File: src/rtl/auto_baud_detect.sv
// Auto-baud detector: times low pulses of a 0x55 sync character on the rx line
// and, once NUM_PULSES consecutive pulses classify alike, locks the baud select code.
module auto_baud_detect #(
  parameter int CNT_W      = 13,
  parameter int IDLE_MIN   = 6000,
  parameter int MIN_BIT    = 300,
  parameter int MAX_BIT    = 6500,
  parameter int TH_19200   = 3906,
  parameter int TH_38400   = 1953,
  parameter int TH_57600   = 1085,
  parameter int TH_115200  = 651,
  parameter int NUM_PULSES = 4,
  parameter int GAP_MAX    = 6500
) (
  input  logic       clk,
  input  logic       rst,
  input  logic       rx,
  input  logic       restart,
  output logic [2:0] bc,
  output logic       locked,
  output logic       bc_valid,
  output logic       err,
  output logic [2:0] state_dbg
);

  localparam int MW = $clog2(NUM_PULSES + 1);

  localparam logic [CNT_W-1:0] IDLE_C  = CNT_W'(IDLE_MIN);
  localparam logic [CNT_W-1:0] MIN_C   = CNT_W'(MIN_BIT);
  localparam logic [CNT_W-1:0] MAX_C   = CNT_W'(MAX_BIT);
  localparam logic [CNT_W-1:0] TH0_C   = CNT_W'(TH_19200);
  localparam logic [CNT_W-1:0] TH1_C   = CNT_W'(TH_38400);
  localparam logic [CNT_W-1:0] TH2_C   = CNT_W'(TH_57600);
  localparam logic [CNT_W-1:0] TH3_C   = CNT_W'(TH_115200);
  localparam logic [CNT_W-1:0] GAP_C   = CNT_W'(GAP_MAX);
  localparam logic [CNT_W-1:0] CNT_TOP = '1;
  localparam logic [CNT_W-1:0] CNT_ONE = CNT_W'(1);
  localparam logic [MW-1:0]    M_LOCK  = MW'(NUM_PULSES);
  localparam logic [MW-1:0]    M_ONE   = MW'(1);

  typedef enum logic [2:0] {
    IDLE_WAIT = 3'd0,
    ARMED     = 3'd1,
    MEASURE   = 3'd2,
    CHECK     = 3'd3,
    GAP       = 3'd4,
    LOCKED    = 3'd5
  } state_t;

  state_t state, state_next;

  logic rx_s1, rx_s2, rx_d;
  logic fall, rise;

  logic [CNT_W-1:0] idle_cnt, width, gap_cnt;
  logic [MW-1:0]    match, match_new;
  logic [2:0]       prev, code;
  logic             width_bad, same, lock_hit, gap_over, err_next, bcv_next;

  assign state_dbg = state;

  // Synchronizer plus one history stage; all presets high so reset never looks like an edge.
  always_ff @(posedge clk or posedge rst) begin
    if (rst) begin
      rx_s1 <= 1'b1;
      rx_s2 <= 1'b1;
      rx_d  <= 1'b1;
    end else begin
      rx_s1 <= rx;
      rx_s2 <= rx_s1;
      rx_d  <= rx_s2;
    end
  end

  assign fall = rx_d & ~rx_s2;
  assign rise = ~rx_d & rx_s2;

  always_ff @(posedge clk or posedge rst) begin
    if (rst) state <= IDLE_WAIT;
    else     state <= state_next;
  end

  always_comb begin
    state_next = state;
    if (restart) begin
      state_next = IDLE_WAIT;
    end else begin
      case (state)
        IDLE_WAIT: if (idle_cnt == IDLE_C) state_next = ARMED;
        ARMED:     if (fall) state_next = MEASURE;
        MEASURE:   if (rise) state_next = CHECK;
        CHECK: begin
          if (width_bad)     state_next = IDLE_WAIT;
          else if (lock_hit) state_next = LOCKED;
          else               state_next = GAP;
        end
        GAP: begin
          if (fall)          state_next = MEASURE;
          else if (gap_over) state_next = ARMED;
        end
        LOCKED:    state_next = LOCKED;
        default:   state_next = IDLE_WAIT;
      endcase
    end
  end

  // Pulse classification and the registered-output decisions for this cycle.
  always_comb begin
    code = 3'd4;
    if (width >= TH0_C)      code = 3'd0;
    else if (width >= TH1_C) code = 3'd1;
    else if (width >= TH2_C) code = 3'd2;
    else if (width >= TH3_C) code = 3'd3;

    width_bad = (width < MIN_C) || (width > MAX_C);
    same      = (match == '0) || (code == prev);
    match_new = same ? (match + M_ONE) : M_ONE;
    lock_hit  = (state == CHECK) && !width_bad && (match_new == M_LOCK);
    gap_over  = (state == GAP) && !fall && (gap_cnt > GAP_C);
    err_next  = !restart && (((state == CHECK) && (width_bad || !same)) || gap_over);
    bcv_next  = lock_hit && !restart;
  end

  always_ff @(posedge clk or posedge rst) begin
    if (rst) begin
      idle_cnt <= '0;
      width    <= '0;
      gap_cnt  <= '0;
      match    <= '0;
      prev     <= 3'd0;
      bc       <= 3'd0;
      locked   <= 1'b0;
      bc_valid <= 1'b0;
      err      <= 1'b0;
    end else begin
      err      <= err_next;
      bc_valid <= bcv_next;
      if (bcv_next) begin
        bc     <= code;
        locked <= 1'b1;
      end
      if (restart) begin
        locked   <= 1'b0;
        match    <= '0;
        idle_cnt <= '0;
      end else begin
        case (state)
          IDLE_WAIT: begin
            if (!rx_s2)                 idle_cnt <= '0;
            else if (idle_cnt != CNT_TOP) idle_cnt <= idle_cnt + CNT_ONE;
          end
          ARMED: if (fall) width <= CNT_ONE;
          MEASURE: begin
            if (!rx_s2 && (width != CNT_TOP)) width <= width + CNT_ONE;
          end
          CHECK: begin
            gap_cnt  <= '0;
            idle_cnt <= '0;
            if (width_bad) begin
              match <= '0;
            end else begin
              match <= match_new;
              prev  <= code;
            end
          end
          GAP: begin
            if (fall) begin
              width   <= CNT_ONE;
              gap_cnt <= '0;
            end else if (gap_over) begin
              match <= '0;
            end else if (rx_s2 && (gap_cnt != CNT_TOP)) begin
              gap_cnt <= gap_cnt + CNT_ONE;
            end
          end
          default: ;
        endcase
      end
    end
  end

endmodule

File: config.mk
export PLATFORM = sky130hd
export DESIGN_NAME = auto_baud_detect
export DESIGN_NICKNAME = d
export VERILOG_FILES = /design/src/rtl/auto_baud_detect.sv
export SDC_FILE = /design/constraint.sdc
export NUM_CORES = 1
export LEC_CHECK = 0
export CELL_PAD_IN_SITES_DETAIL_PLACEMENT = 0
export CELL_PAD_IN_SITES_GLOBAL_PLACEMENT = 1
export CORE_MARGIN = 3
export CORE_UTILIZATION = 40
export CTS_CLUSTER_SIZE = 25
export DETAILED_ROUTE_END_ITERATION = 6
export PLACE_DENSITY_LB_ADDON = 0.1
export SYNTH_ARGS = -nofsm -noshare
export SYNTH_HDL_FRONTEND = slang
export SYNTH_SLANG_ARGS = --single-unit
File: constraint.sdc
create_clock -name clk -period 2.43 [get_ports clk]
set_clock_uncertainty 0.1 [all_clocks]
set_input_delay 0.6075 -clock clk [delete_from_list [all_inputs] [get_ports clk]]
set_output_delay 0.6075 -clock clk [all_outputs]
set_load 0.1 [all_outputs]
==> metrics <==
register bit total from synthesis 57; Worst Path Buf+Inv 1; Mapped Area roughly 3600 sq um; Crit path depth 8; Post-synth top cells 54 x dfrtp_1, 49 x nor2_1, 46 x nand2_1; total wire length 9.349 mm; Clock Tree Buf Depth 2; Main synth FF type dfrtp_1; vias in the first global route approximately 3.3k; Clock Sinks 57; Crit path max-delay family compound AO/OA/AOI/OAI gates; Yosys top cell area share between 30% and 40%; Tmin final around 2600 ps; Area after DPL ~4200 sq um; main combinational cell family by area after synthesis simple AND/OR/NAND/NOR gates; CP max stage delay approximately 440 ps; starting density of the core approximately 42%; Final Max Tran Viols 0; fmax just under 400 MHz; Slew HR 62.45%; ys async rst share 100.0%; endpoints failing setup 9; Hold Path Class reg2reg; sequential cell area fraction in the yosys report 40.06%; WP data required around 2600 ps; Tcrit/Tclk final 106.4%; total core area about 8400 sq um; reg2reg setup slack -150 ps; grt ovf 0; CTS clk-pin slew, worst paths 70 ps; worst endpoint data arrival time about 2700 ps; area grow syn2layout 29.02%; Hold Worst Slack 257.4 ps; Crit Reg-Reg Startpoint width[5]$_DFFE_PP0P_; most common cell in the netlist dfrtp_1; Synth warnings 0; Post-synth EDFFs 0; endpoint class of the critical path flop; Syn Inst Count roughly 430; Routability Congestion between 0.9 and 1; Area contributors post-synth dfrtp_1 38%, o21ai_0 5.7%, nor2_1 5.2%; Post-DP HPWL between 6 and 7 mm; unrepaired setup endpoints after global routing yes; die area 10,090 sq um; WL per Instance between 15 and 20 um; fin worst setup slack -154.5 ps; num rows 33; TritonCTS buffer count 9; Netlist cell types 60; reg-to-reg endpoint match[2]$_DFFE_PP0P_; clock root buffer clkbuf_8; Mapped Avg Cell Area roughly 8.3 sq um; Diodes inserted 0; worst-skew pair later-pin latency approximately 330 ps; Leak Pwr ~0.0019 uW; Vias/cell between 5 and 6; Worst-Margin Slew between 500 and 600 ps; Max Cap Viol 0; xor/xnor share of the synthesized area between 3 and 4%; largest net degree at the start of global routing 22; DRT antenna net count 0; DRC violations left 0; Port Buf Inserts 12; R2R cell count 8; Place WS -179.3 ps; PD cells roughly 460 nW/um^2; DR pass1 iterations 4; Yosys top cell by area dfrtp_1; slowest CP cell or4_4; crit path to match[2]$_DFFE_PP0P_; peak supply drop 0.0002822 V; post-synthesis mux area share less than 1%; first-pass GRT wire length between 15 and 20 mm; H-tree lvl count 3; gr usage total a little under 20%; Setup crit start width[5]$_DFFE_PP0P_; CTS tree built; via count between 3k and 4k; Post-Synth Adder-Cell Area under 10%; die height ~100 um; antenna violations before repair 0; violated checks negative setup slack; simple-gate share of the synthesized area between 20% and 30%; startpoint types flop; total power approximately 2100 uW; net count reported at finish between 500 and 600; crit path max fanout 4; status finished with violations; layout cells sized above 1 between 20% and 30%; crit path kind reg2reg; Fin. Hold Viols 0; CTS Hold Bufs 0; Synth Area in Compound Gates between 20% and 30%; Die Wd 100.5 um; CP cell instances or3_4 > or4_4 > a2111oi_4 > o31a_4 > buf_4 > xnor2_2 > a32o_1 > a41o_1; Synth Net Count ~440; Ports 13; Finished Cell Area ~4600 sq um; initial drt markers ~140
[cell usage in the layout (no fill, tap or decap), types with 9 or more instances in the layout]
master | netlist | layout
dfrtp_1 | 54 | 50
inv_1 | 21 | 20
o21ai_0 | 41 | 37
nand2_1 | 46 | 46
nor2_1 | 49 | 49
xnor2_1 | 12 | 11
a21oi_1 | 15 | 14
nand3_1 | 22 | 20
nor2b_1 | 12 | 9
nor3_1 | 13 | 10
ha_1 | 9 | 9
clkbuf_8 | 0 | 10
o31ai_1 | 9 | 9
buf_4 | 0 | 67
[layer usage]
metal / vias to the layer above / routed length, um / GRT usage (%) / part of all wire [%]
li1: 1673 / - / - / -
met1: 1657 / 4433 / 25.47 / 47
met2: 50 / 4531 / 32.77 / 48
met3: 10 / 273 / 3.391 / 2.9
met4: 0 / 110 / 6.218 / 1.2
met5: - / 0 / 0 / 0
[area by class of cell]
type | count | area (sq um)
well taps | 105 | 131.4
multi-input cells | 327 | 2160
clock buffers | 11 | 141.4
clock inverters | 5 | 55.05
repair buffers | 74 | 604.3
fillers | 802 | 3817
inverters | 21 | 78.83
flip-flops and latches | 57 | 1435
[flip-flops by register name, indices dropped and copies added, names as in the netlist, 3 cells and up]
register	count
bc	3
gap_cnt	13
idle_cnt	13
match	3
prev	3
state_dbg	3
width	13
[repair_timing]
item,4_1_cts,5_1_grt
setup endpoints to repair,12,21
gates resized for setup,4,17
buffers inserted,3,5
hold endpoints to repair,0,0
pin swaps,2,7
[per-stage QoR]
step	util, %	setup TNS, ps	instances
final	54.68	-693.7	600
after global routing	54.68	-1682	600
after CTS	53.16	-472.7	595
after detailed placement	50.40	-973.3	576
after global placement	50.40	-164.2	576
after floorplan	-	-79.18	428
[worst min-delay path by stage]
stage,startpoint,end,slack [ps],depth (start not counted)
floorplan,rx_s1$_DFF_PP1_,rx_s2$_DFF_PP1_,250,0
global placement,rx_s1$_DFF_PP1_,rx_s2$_DFF_PP1_,250,0
detailed placement,rx_s1$_DFF_PP1_,rx_s2$_DFF_PP1_,250,0
CTS,rx_s1$_DFF_PP1_,rx_s2$_DFF_PP1_,260,0
global route,rx_s1$_DFF_PP1_,rx_s2$_DFF_PP1_,260,0
finish,rx_s1$_DFF_PP1_,rx_s2$_DFF_PP1_,260,0
[logic make-up (layout without fill, tap and decap cells)]
logic type | count (synthesis) | after routing
simple gates | 191 | 191
compound gates | 110 | 110
flops | 57 | 57
buf+inv | 44 | 111
xor+xnor | 14 | 14
fa+ha+maj | 9 | 9
mux | 3 | 3
[worst reg2reg max path, cell delays in order (launching register included)]
cell,delay (ps)
dfrtp_1,380
or3_4,390
or4_4,440
a2111oi_4,320
o31a_4,200
buf_4,120
xnor2_2,90
a32o_1,260
a41o_1,200
[where the power goes]
| part | total (uW) | switching, uW | internal [uW] | leakage (uW) |
|---|---|---|---|---|
| clock network | 905 | 406 | 498 | 0.0000953 |
| registers | 1000 | 28.4 | 974 | 0.000729 |
| logic | 234 | 123 | 112 | 0.00103 |
(Power assumes the default switching activity.)
